<file path="config.mk">
export PLATFORM = sky130hd
export DESIGN_NAME = rvvi_trace_tx
export DESIGN_NICKNAME = d
export VERILOG_FILES = /design/src/rtl/rvvi_trace_pkg.sv /design/src/rtl/rvvi_trace_fifo.sv /design/src/rtl/rvvi_trace_tx.sv
export SDC_FILE = /design/constraint.sdc
export NUM_CORES = 1
export LEC_CHECK = 0
export CELL_PAD_IN_SITES_DETAIL_PLACEMENT = 2
export CELL_PAD_IN_SITES_GLOBAL_PLACEMENT = 2
export CORE_ASPECT_RATIO = 0.6
export CORE_MARGIN = 3
export CORE_UTILIZATION = 25
export CTS_CLUSTER_DIAMETER = 40
export DETAILED_ROUTE_END_ITERATION = 7
export PLACE_DENSITY = 0.47
export REMOVE_ABC_BUFFERS = 1
export SLEW_MARGIN = 20
export SYNTH_ARGS = -nofsm -noshare
export SYNTH_HDL_FRONTEND = slang
export SYNTH_HIERARCHICAL = 1
export SYNTH_SLANG_ARGS = --single-unit
</file>
<file path="constraint.sdc">
create_clock -name clk -period 16.4 [get_ports clk]
set_input_delay 3.28 -clock clk [delete_from_list [all_inputs] [get_ports clk]]
set_output_delay 3.28 -clock clk [all_outputs]
set_load 0.03 [all_outputs]
</file>
<file path="src/rtl/rvvi_trace_pkg.sv">
// rvvi_trace_pkg: shared widths, record layout and states for the RVVI trace producer (CSR fields under RVVI_TRACE_CSR_EN).
package rvvi_trace_pkg;

    localparam int XLEN    = 32;
    localparam int ILEN    = 32;
    localparam int ORDER_W = 64;

    localparam logic [1:0] MODE_U = 2'd0;
    localparam logic [1:0] MODE_S = 2'd1;
    localparam logic [1:0] MODE_M = 2'd3;

    typedef enum logic [1:0] {RUN, DRAIN, HALTED} tx_state_e;

    typedef struct packed {
        logic [ORDER_W-1:0] order;
        logic [XLEN-1:0]    pc;
        logic [ILEN-1:0]    insn;
        logic               trap;
        logic [1:0]         mode;
        logic               x_wb;
        logic [4:0]         addr;
        logic [XLEN-1:0]    data;
`ifdef RVVI_TRACE_CSR_EN
        logic               csr_wb;
        logic [11:0]        csr_addr;
        logic [XLEN-1:0]    csr_data;
`endif
    } rvvi_rec_t;

endpackage

</file>
<file path="src/rtl/rvvi_trace_fifo.sv">
// rvvi_trace_fifo: synchronous FIFO of trace records; push ignored when full, pop ignored when empty.
module rvvi_trace_fifo
    import rvvi_trace_pkg::*;
#(
    parameter int DEPTH = 8
) (
    input  logic                     clk,
    input  logic                     rst_n,
    input  logic                     push,
    input  logic                     pop,
    input  rvvi_rec_t                wdata,
    output rvvi_rec_t                rdata,
    output logic                     full,
    output logic                     empty,
    output logic [$clog2(DEPTH):0]   count
);

    localparam int AW = $clog2(DEPTH);

    rvvi_rec_t         mem_q [DEPTH];
    logic [AW-1:0]     wr_q, rd_q;
    logic [AW:0]       cnt_q;
    logic              push_ok, pop_ok;

    assign full    = cnt_q == (AW+1)'(DEPTH);
    assign empty   = cnt_q == '0;
    assign count   = cnt_q;
    assign rdata   = mem_q[rd_q];
    assign push_ok = push && !full;
    assign pop_ok  = pop && !empty;

    always_ff @(posedge clk or negedge rst_n) begin
        if (!rst_n) begin
            wr_q  <= '0;
            rd_q  <= '0;
            cnt_q <= '0;
        end else begin
            wr_q  <= wr_q + AW'(push_ok);
            rd_q  <= rd_q + AW'(pop_ok);
            cnt_q <= cnt_q + (AW+1)'(push_ok) - (AW+1)'(pop_ok);
        end
    end

    always_ff @(posedge clk) begin
        if (push_ok) mem_q[wr_q] <= wdata;
    end

endmodule

</file>
<file path="src/rtl/rvvi_trace_tx.sv">
// rvvi_trace_tx: stamps core retirements with order numbers, buffers and streams them with halt/drain and drop accounting.
// Optional CSR writeback fields are enabled by defining RVVI_TRACE_CSR_EN.
module rvvi_trace_tx
    import rvvi_trace_pkg::*;
#(
    parameter int DEPTH  = 8,
    parameter int DROP_W = 16
) (
    input  logic               clk,
    input  logic               rst_n,
    input  logic               retire_valid,
    output logic               retire_ready,
    input  logic [XLEN-1:0]    retire_pc,
    input  logic [ILEN-1:0]    retire_insn,
    input  logic               retire_trap,
    input  logic [1:0]         retire_mode,
    input  logic               retire_rd_wen,
    input  logic [4:0]         retire_rd_addr,
    input  logic [XLEN-1:0]    retire_rd_data,
`ifdef RVVI_TRACE_CSR_EN
    input  logic               retire_csr_wen,
    input  logic [11:0]        retire_csr_addr,
    input  logic [XLEN-1:0]    retire_csr_data,
    output logic               tr_csr_wb,
    output logic [11:0]        tr_csr_addr,
    output logic [XLEN-1:0]    tr_csr_data,
`endif
    output logic               tr_valid,
    input  logic               tr_ready,
    output logic [ORDER_W-1:0] tr_order,
    output logic [XLEN-1:0]    tr_pc,
    output logic [ILEN-1:0]    tr_insn,
    output logic               tr_trap,
    output logic [1:0]         tr_mode,
    output logic               tr_x_wb,
    output logic [4:0]         tr_x_wb_addr,
    output logic [XLEN-1:0]    tr_x_wb_data,
    input  logic               halt_req,
    input  logic               resume,
    output logic               halted,
    output logic               overflow,
    output logic [DROP_W-1:0]  drop_cnt,
    input  logic               clr_ovf
);

    tx_state_e                 state_q, state_d;
    logic [ORDER_W-1:0]        order_q, order_d;
    logic                      ovf_q, ovf_d;
    logic [DROP_W-1:0]         drop_q, drop_d;
    logic                      full, empty, push, pop, drop;
    logic [$clog2(DEPTH):0]    count;
    rvvi_rec_t                 wrec, hrec, orec;

    assign retire_ready = !full && state_q == RUN;
    assign push         = retire_valid && retire_ready;
    assign drop         = retire_valid && !retire_ready;
    assign pop          = !empty && tr_ready;

    always_comb begin
        wrec       = '0;
        wrec.order = order_q;
        wrec.pc    = retire_pc;
        wrec.insn  = retire_insn;
        wrec.trap  = retire_trap;
        wrec.mode  = retire_mode;
        wrec.x_wb  = retire_rd_wen && !retire_trap && retire_rd_addr != 5'd0;
        wrec.addr  = wrec.x_wb ? retire_rd_addr : 5'd0;
        wrec.data  = wrec.x_wb ? retire_rd_data : '0;
`ifdef RVVI_TRACE_CSR_EN
        wrec.csr_wb   = retire_csr_wen && !retire_trap;
        wrec.csr_addr = wrec.csr_wb ? retire_csr_addr : 12'd0;
        wrec.csr_data = wrec.csr_wb ? retire_csr_data : '0;
`endif
    end

    rvvi_trace_fifo #(.DEPTH(DEPTH)) u_fifo (
        .clk   (clk),
        .rst_n (rst_n),
        .push  (push),
        .pop   (pop),
        .wdata (wrec),
        .rdata (hrec),
        .full  (full),
        .empty (empty),
        .count (count)
    );

    // Blank the fields when empty so idle/reset outputs read as zero
    assign orec         = empty ? '0 : hrec;
    assign tr_valid     = !empty;
    assign tr_order     = orec.order;
    assign tr_pc        = orec.pc;
    assign tr_insn      = orec.insn;
    assign tr_trap      = orec.trap;
    assign tr_mode      = orec.mode;
    assign tr_x_wb      = orec.x_wb;
    assign tr_x_wb_addr = orec.addr;
    assign tr_x_wb_data = orec.data;
`ifdef RVVI_TRACE_CSR_EN
    assign tr_csr_wb    = orec.csr_wb;
    assign tr_csr_addr  = orec.csr_addr;
    assign tr_csr_data  = orec.csr_data;
`endif

    assign halted   = state_q == HALTED;
    assign overflow = ovf_q;
    assign drop_cnt = drop_q;

    always_comb begin
        state_d = (state_q == RUN    && halt_req)     ? DRAIN  :
                  (state_q == DRAIN  && count == '0)  ? HALTED :
                  (state_q == HALTED && resume)       ? RUN    : state_q;
        order_d = order_q + ORDER_W'(push);
        ovf_d   = drop || (ovf_q && !clr_ovf);
        drop_d  = clr_ovf ? DROP_W'(drop) : drop_q + DROP_W'(drop && !(&drop_q));
    end

    always_ff @(posedge clk or negedge rst_n) begin
        if (!rst_n) begin
            state_q <= RUN;
            order_q <= '0;
            ovf_q   <= 1'b0;
            drop_q  <= '0;
        end else begin
            state_q <= state_d;
            order_q <= order_d;
            ovf_q   <= ovf_d;
            drop_q  <= drop_d;
        end
    end

endmodule

</file>
* Word-level counts from Yosys, hierarchy flattened
Memories as Yosys holds them, arrays and structs flattened.
Index checks and enable logic that the tools add are counted.
** Storage, ports and cells
- Flip-flop bits (word level) :: 93
- Bits in writable memories :: 1352
- Input bits :: 112
- Output and inout port bits :: 189
- Word-level logic and storage cells :: 51
- Memories kept :: 1
** Operators by class
- Add/sub/neg operators :: 6
- Equality and inequality tests :: 3
- Muxes and demuxes :: 9
- Reduce and logical (&&, ||, !) cells :: 25
** Memory list
- u_fifo.mem_q :: depth 8, bits a word 169, rd ports 1, clocked after memory_dff 0, wr ports 1, line rvvi_trace_fifo.sv:20 : rvvi_rec_t mem_q [DEPTH];
** Operator list (count)
- 169-bit 2-to-1 mux :: 1
- 64-bit by 1-bit adder with 64-bit output :: 1
- 32-bit 2-to-1 mux :: 1
- 16-bit by 1-bit adder with 16-bit output :: 1
- 16-bit 2-to-1 mux :: 1
- 16-bit AND reduction :: 1
- 1-bit logical AND :: 13
- 3-bit by 1-bit adder with 3-bit output :: 2
- 1-bit logical NOT :: 6
- 2-bit 2-to-1 mux :: 3
- 5-bit 2-to-1 mux :: 1
- 5-bit nonzero test :: 1
- 4-bit by 1-bit adder with 4-bit output :: 1
- 4-bit == test, second input constant :: 1
- 4-bit logical NOT :: 1
- 4-bit by 1-bit subtractor with 4-bit output :: 1
- 3-bit nonzero test :: 1
- 2-bit by 1-bit == test with 1-bit output, second input constant :: 1
- 2-bit == test, second input constant :: 1
- 2-bit logical NOT :: 1
- 1-bit 2-to-1 mux :: 2
- 1-bit logical OR :: 1

* Logic depth before layout (Yosys ltp)
Gate-level depths: netlist (run 1).
- Depth in word-level cells :: 8
- Mapped depth :: 13
- Gate-level depth less buffers :: 13

* Modules after synthesis
The synthesis (run 1) kept the hierarchy.
** Modules (own cells, without submodules)
- rvvi_trace_fifo :: times used 1, cells an instance 2005, area each 51833.5 µm², sequential area each 40849.2 µm²
- rvvi_trace_tx :: times used 1, cells an instance 601, area each 5306.3 µm², sequential area each 2077.0 µm²

* Worst setup path before layout (run 1)
Ideal clock, no wire load.
- Kind :: input -> register
- Start point :: input port retire_valid
- End point :: memory u_fifo/mem_q[0][0] in the netlist's numbering (enable)
- Library setup time :: 905 ps
- Arrival time :: 14983 ps
- Data required time :: 15495 ps
- Setup slack :: 513 ps
- Stages :: 3
- Path buffers :: 0
- Path through :: and2_1 -> nand3b_1 -> nor3_1
** On the way
- Longest elaborated chain between the ends :: 4
** RTL lines
- start: declaration :: line rvvi_trace_tx.sv:11 : input logic retire_valid,
- 1-bit logical AND :: line rvvi_trace_tx.sv:55 : assign push = retire_valid && retire_ready;
- 1-bit logical AND :: line rvvi_trace_fifo.sv:29 : assign push_ok = push && !full;
- 1-bit 2-to-1 mux :: line rvvi_trace_fifo.sv:45 : if (push_ok) mem_q[wr_q] <= wdata;
- 1-bit 2-to-1 mux (not written as such) :: line rvvi_trace_fifo.sv:45
- end: declaration :: line rvvi_trace_fifo.sv:20
Every way passes these cells.

==> impl_metrics.csv, run 1 <==
group,metric,value,unit
layout,multi_input_area,0.01337,mm²
sta,finalCritPeriodShare,0.5193,
setup_path,critical_path_class,"register to output pin",
setup_path,cp.arrival,5240,ps
sta,period_minus_slack,8516,ps
setup_path,reg2reg_depth,11,
cts,hold_buffers,0,
synthesis,synth-async-reset-ratio,0.06436,
synthesis,synth-adder-area-share,0.003416,
min_path,hp-class,"register to register",
pwr,p_per_area,180.5,mW/mm²
pwr,p_leak,22.33,nW
cts,post_cts_resized,0,
synthesis,yosysTopAreaCell,"edfxtp_1",
placed_design,routabilityCongestion,0.6835,
pwr,p_seq_frac,0.347,
sta,skew,72.11,ps
synthesis,syn_area,0.05714,mm²
sta,hold_violations,0,
routing,wl_per_cell,25.29,µm
global_routing,grt_pass1_vias,31200,
run_status,status,"complete, no violations",
sta,fmax,117.4,MHz
synthesis,ys_seq_elements,1445,
pwr,pwr-share-comb,0.322,
cts,clock-sinks,1445,
cts,cts_buffers,194,
synthesis,synth_mux_area_frac,0.1739,
synthesis,synth_top_area_share,0.7105,
synthesis,yosys_warnings,6,
floorplanning,start_util,0.2523,
cts,post_cts_buffers,0,
synthesis,synth_edf_count,1352,
floorplanning,die_h,376.3,µm
setup_path,r2r_slack,11300,ps
pwr,power_switching,4.063,mW
setup_path,worstPathRequired,13120,ps
routing,ant_nets,0,
layout,area_growth,22.50,%
placed_design,hpwlAfterDp,87.10,mm
synthesis,synth_compound_gate_area_share,0.0007226,
sta,setup_viol,0,
routing,vias,27180,
setup_path,worstSetupEndpointType,"output pin",
synthesis,seq_area_frac_synth,0.7512,
global_routing,antenna_found_initial,7,
pwr,clock_power_share,0.331,
cts,cts.clk_slew.worst_paths,60,ps
setup_path,r2r_end,"u_fifo/mem_q[7][7]$_DFFE_PP_",
layout,regArea,0.04294,mm²
floorplanning,die-width,623.2,µm
layout,fin_cells,6205,
cts,h-tree-depth,4,
cts,cts_max_path_buffers,4,
synthesis,netlist_top_cells_area,"edfxtp_1, mux4_2, mux4_1",
routing,drc,0,
synthesis,synthFlopType,"edfxtp_1",
pwr,ir_worst_vdd,0.00009173,V
sta,finalSetupTns,0,ps
synthesis,synth_top_family_by_area,"multiplexers",
routing,vias_per_cell,4.380,
sta,rsz0062_at_grt,"false",
synthesis,ys_types,43,
routing,first_pass_iters,5,
sta,maxSlewHeadroom,0.2859,
placed_design,dp_cells,5853,
cts,clock_latency,830,ps
floorplanning,num_rows,135,
floorplanning,dieArea,0.2345,mm²
layout,nNetsFinal,3162,
layout,post-route-util,0.3090,
min_path,hold_depth,1,
cts,cts_tree,"done",
routing,wl,156.9,mm
synthesis,syn_inst,2606,
sta,drv_slew,0,
global_routing,grt_max_degree,101,
global_routing,grt_overflow_total,0,
placed_design,port_buffers,300,
synthesis,syn_area_per_cell,21.93,µm²
routing,drtIter0Drc,1545,
floorplanning,pin_count,301,
global_routing,grtUsageTotal,0.1329,
synthesis,synth-simple-area-share,0.04239,
min_path,min_to,"u_fifo/wr_q[0]$_DFF_PN0_",
cts,cts_root_buffer,"clkbuf_16",
min_path,min_from,"u_fifo/wr_q[0]$_DFF_PN0_",
layout,num-fill-cells,22400,
setup_path,r2r-start,"u_fifo/count[2]$_DFF_PN0_",
run,drv_cap,0,
synthesis,synth_xor_area_frac,0.01226,
layout,drive_gt1_frac,0.2473,
floorplanning,core_area,0.2265,mm²
setup_path,crit_path_start_kind,"register",
global_routing,grt_pass1_wl,228.3,mm
sta,timing.hold.ws,531.5,ps
sta,worstMarginPinSlew,1071,ps
pwr,intPower,8.570,mW
pwr,sw_frac_of_total,0.3216,
setup_path,critPathMaxFanout,62,
worst max-delay path by stage:
stage | cells after the start | end | startpoint | slack [ps]
6_report | 6 | tr_x_wb_data[5] | u_fifo/rd_q[2]$_DFF_PN0_ | 7880
3_3_place_gp | 6 | tr_insn[0] | u_fifo/rd_q[0]$_DFF_PN0_ | 8340
2_1_floorplan | 3 | tr_insn[0] | u_fifo/rd_q[0]$_DFF_PN0_ | -550
5_1_grt | 6 | tr_insn[0] | u_fifo/rd_q[0]$_DFF_PN0_ | 7500
4_1_cts | 6 | tr_mode[1] | u_fifo/rd_q[0]$_DFF_PN0_ | 7380
3_5_place_dp | 6 | tr_insn[0] | u_fifo/rd_q[0]$_DFF_PN0_ | 8270
critical path: stages, from the launching register on:
cell,delay (ps)
dfrtp_4,1000
buf_4,870
buf_4,850
mux4_2,420
mux2_2,280
nor2b_1,160
clkdlybuf4s50_1,650
cells by family after synthesis:
kind of cell               count (synthesis)
AOI/OAI and AO/OA                          7
xor gates and xnor gates                  80
adders and majority gates                 15
buffers and inverters                    139
DFF                                     1445
muxes                                    508
and+or+nand+nor                          412
area by class of cell:
cell class                      instances  share of cell area
Antenna cell                            5           0.0001787
Clock buffer                          224             0.07230
Clock inverter                        123             0.01873
Inverter                               19            0.001019
Multi-Input combinational cell       1022              0.1910
Sequential cell                      1445              0.6134
Tap cell                             3014             0.05387
Timing Repair Buffer                  353             0.04949
through the flow:
stage / power (mW) / cell area, µm² / setup slack [ps]
finish: 12.63 / 70000 / 7884
global route: 13.25 / 69990 / 7498
CTS: 12.95 / 69980 / 7376
detailed placement: 8.663 / 63610 / 8266
global placement: 8.617 / 63600 / 8338
floorplan: 7.729 / 56300 / -546.9
cell usage after synthesis (3+ instances only):
master / n
mux4_1: 110
mux4_2: 228
dfrtp_1: 93
nand2_1: 31
nand4_1: 23
buf_2: 13
inv_1: 19
clkbuf_1: 55
nand2b_1: 3
mux2_2: 169
and2_1: 36
buf_6: 13
nor4_1: 7
xor2_1: 39
nand3_1: 41
buf_1: 15
and4_1: 3
and3_1: 9
o21ai_0: 3
nor3_2: 7
edfxtp_1: 1352
nor2b_1: 172
ha_1: 14
buf_8: 22
nor2_1: 47
xnor2_1: 41
nor3_1: 16
nand3b_1: 3
registers in the layout (all words and copies together), names as in the netlist:
signal / count
drop_cnt: 16
u_fifo/count: 4
order_q: 64
overflow: 1
state_q: 2
u_fifo/mem_q: 1352
u_fifo/wr_q: 3
u_fifo/rd_q: 3
metal layers:
metal,share of wire,vias to the layer above,global-route usage,wire length (µm)
met5,0.00017,-,0,26
met4,0.022,4,0.03304,3488
met3,0.036,232,0.02410,5662
met2,0.47,463,0.2158,73920
met1,0.47,14840,0.1839,73800
li1,-,11640,-,-
power by group through the flow:
stage / Sequential, mW / Clock (mW) / Combinational (mW)
floorplan: 4.72 / 0 / 3.01
global placement: 4.44 / 0 / 4.17
detailed placement: 4.47 / 0 / 4.19
CTS: 4.39 / 4.34 / 4.22
global route: 4.41 / 4.49 / 4.35
finish: 4.38 / 4.18 / 4.07
layout by cell type, fill, tap and decap left out, types with 17 or more instances in the layout:
cell type and count:
edfxtp_1 1352, clkdlybuf4s50_1 299, mux4_2 228, clkbuf_16 197, nor2b_1 172, mux2_2 169
mux4_1 110, dfrtp_1 90, buf_4 48, nand3_1 41, nor2_1 41, xnor2_1 41
xor2_1 39, and2_1 36, nand2_1 31, clkinv_2 26, clkbuf_1 24, nand4_1 23
clkinv_4 20, inv_1 19, inv_6 19, bufinv_16 18, clkinvlp_4 17
No activity file was read; power rests on OpenSTA's default activity.
==> run 2, diff against run 1 <==
--- a/config.mk
+++ b/config.mk
@@ -12,7 +12,7 @@
 export CORE_UTILIZATION = 25
 export CTS_CLUSTER_DIAMETER = 40
 export DETAILED_ROUTE_END_ITERATION = 7
-export PLACE_DENSITY = 0.47
+export PLACE_DENSITY = 0.49
 export REMOVE_ABC_BUFFERS = 1
 export SLEW_MARGIN = 20
 export SYNTH_ARGS = -nofsm -noshare
==> constraint.sdc (replaced) <==
create_clock -name clk -period 7.25 [get_ports clk]
set_input_delay 1.45 -clock clk [delete_from_list [all_inputs] [get_ports clk]]
set_output_delay 1.45 -clock clk [all_outputs]
set_load 0.03 [all_outputs]
==> impl_metrics.csv, run 2 (synthesis results as in run 1) <==
group,metric,value,unit
run,drv_cap,0,
setup_path,worstPathRequired,5800,ps
setup_path,cp_slowest_stage_delay,940,ps
pwr,ir_worst_vdd,0.0002210,V
layout,final_area,0.07021,mm²
pwr,p_leak,22.38,nW
pwr,power_switching,9.035,mW
pwr,power,28.40,mW
setup_path,crit_path_start_kind,"register",
sta,drv_slew,0,
routing,ant_nets,0,
routing,vias,27220,
layout,fin_cells,6198,
cts,hold_buffers,0,
layout,largest_reg_flops,1352,
pwr,p_per_area,404.4,mW/mm²
placed_design,port_buffers,300,
cts,cts_tree,"done",
cts,cts.clk_slew.worst_paths,60,ps
layout,layout_commonest_cell,"edfxtp_1",
setup_path,critical_path_class,"register to output pin",
routing,drc,0,
cts,post_cts_resized,0,
layout,area_growth,22.88,%
pwr,p_seq_frac,0.348,
global_routing,antenna_found_initial,9,
floorplanning,dieArea,0.2345,mm²
setup_path,cp.arrival,4300,ps
setup_path,r2r-start,"u_fifo/count[2]$_DFF_PN0_",
pwr,clock_power_share,0.326,
setup_path,crit_start,"u_fifo/rd_q[0]$_DFF_PN0_",
sta,finalCritPeriodShare,0.7931,
routing,vias_per_cell,4.391,
floorplanning,pin_count,301,
layout,nNetsFinal,3169,
floorplanning,start_util,0.2523,
cts,post_cts_buffers,0,
global_routing,grtUsageTotal,0.1302,
layout,regMostFlops,"u_fifo/mem_q",
sta,skew,70.93,ps
sta,fmax,173.9,MHz
placed_design,dpl_cell_area,0.06402,mm²
layout,drive_gt1_frac,0.2445,
run_status,status,"complete, no violations",
cts,cts_buffers,192,
setup_path,cp_num_buf_inv,3,
sta,setup_viol,0,
floorplanning,num_rows,135,
pwr,sw_frac_of_total,0.3182,
floorplanning,die-width,623.2,µm
global_routing,grt_pass1_vias,31270,
cts,cts_root_buffer,"clkbuf_16",
routing,first_pass_iters,5,
placed_design,routabilityCongestion,0.6649,
placed_design,dp_cells,5862,
global_routing,grt_overflow_total,0,
cts,h-tree-depth,4,
setup_path,critPathMaxFanout,39,
layout,final_cell_mix,"edfxtp_1, clkdlybuf4s50_1, mux4_2",
cts,clock-sinks,1445,
routing,drtIter0Drc,1663,
floorplanning,core_area,0.2265,mm²
sta,maxSlewHeadroom,0.4085,
setup_path,slowest_stage,"dfrtp_4",
min_path,hp-class,"input pin to async pin",
cts,clock_latency,820,ps
sta,rsz0062_at_grt,"false",
routing,wl_per_cell,24.87,µm
pwr,pwr-share-comb,0.326,
setup_path,worstSetupEndpointType,"output pin",
placed_design,hpwlAfterDp,84.65,mm
sta,hold_violations,0,
layout,num-fill-cells,22430,
pwr,intPower,19.36,mW
floorplanning,die_h,376.3,µm
setup_path,critPathTopFamily,"buffers and inverters",
setup_path,cp_cell_sequence,"buf_12 > buf_4 > mux4_1 > mux2_2 > nor2b_1 > clkdlybuf4s50_1",
cts,cts_max_path_buffers,4,
sta,period_minus_slack,5750,ps
global_routing,grt_pass1_wl,224.8,mm
routing,wl,154.1,mm
global_routing,grt_max_degree,91,
sta,worstMarginPinSlew,880.0,ps
==> run 2: area by class of cell <==
class	instances	area [µm²]	area share
diodes	2	5.005	0.00007128
repair buffers	362	3882	0.05530
multi-input cells	1022	13360	0.1903
well taps	3014	3771	0.05371
clock buffers	218	4952	0.07053
flip-flops and latches	1445	42940	0.6115
inverters	19	71.32	0.001016
clock inverters	116	1231	0.01753
==> run 2: metal layers <==
metal	vias up	global-route usage	wire length (µm)
li1	11640	-	-
met1	14920	0.1782	71540
met2	436	0.2143	74100
met3	216	0.02430	5469
met4	12	0.02937	2951
met5	-	0	69
==> run 2: worst register-to-register path, cell delays in order (launching register included) <==
cell and delay [ps]:
dfrtp_1 340, inv_1 80, ha_1 190, or3b_2 250, inv_1 60, nor3_1 380
and2_1 330, nand3b_1 370, nor3_2 450, buf_12 420, buf_4 770
==> run 2: worst paths after layout <==
path	to	slack, ps	depth (start not counted)
max	tr_insn[6]	1500	6
min	order_q[46]$_DFF_PN0_	520	1
max reg2reg	u_fifo/mem_q[0][161]$_DFFE_PP_	3220	10
min in group clk	u_fifo/wr_q[0]$_DFF_PN0_	550	1
max in group asynchronous	u_fifo/rd_q[1]$_DFF_PN0_	5640	2
min reg2reg	u_fifo/wr_q[0]$_DFF_PN0_	550	1
==> run 2: per-stage QoR <==
stage	setup TNS (ps)	hold slack, ps	utilization	setup slack (ps)
finish	0	521.8	0.3100	1500
global route	0	472.4	0.3100	1219
CTS	0	436.3	0.3099	1327
detailed placement	0	544.6	0.2826	2272
global placement	0	510.6	0.2826	2304
floorplan	-6163900	492.3	-	-7867
==> run 2: power groups by stage <==
stage	clock network, mW	registers, mW	logic [mW]
after floorplan	0	10.5	5.94
after global placement	0	10.0	9.46
after detailed placement	0	10.1	9.53
after CTS	9.60	9.90	9.58
after global routing	9.92	9.94	9.89
final	9.25	9.89	9.26
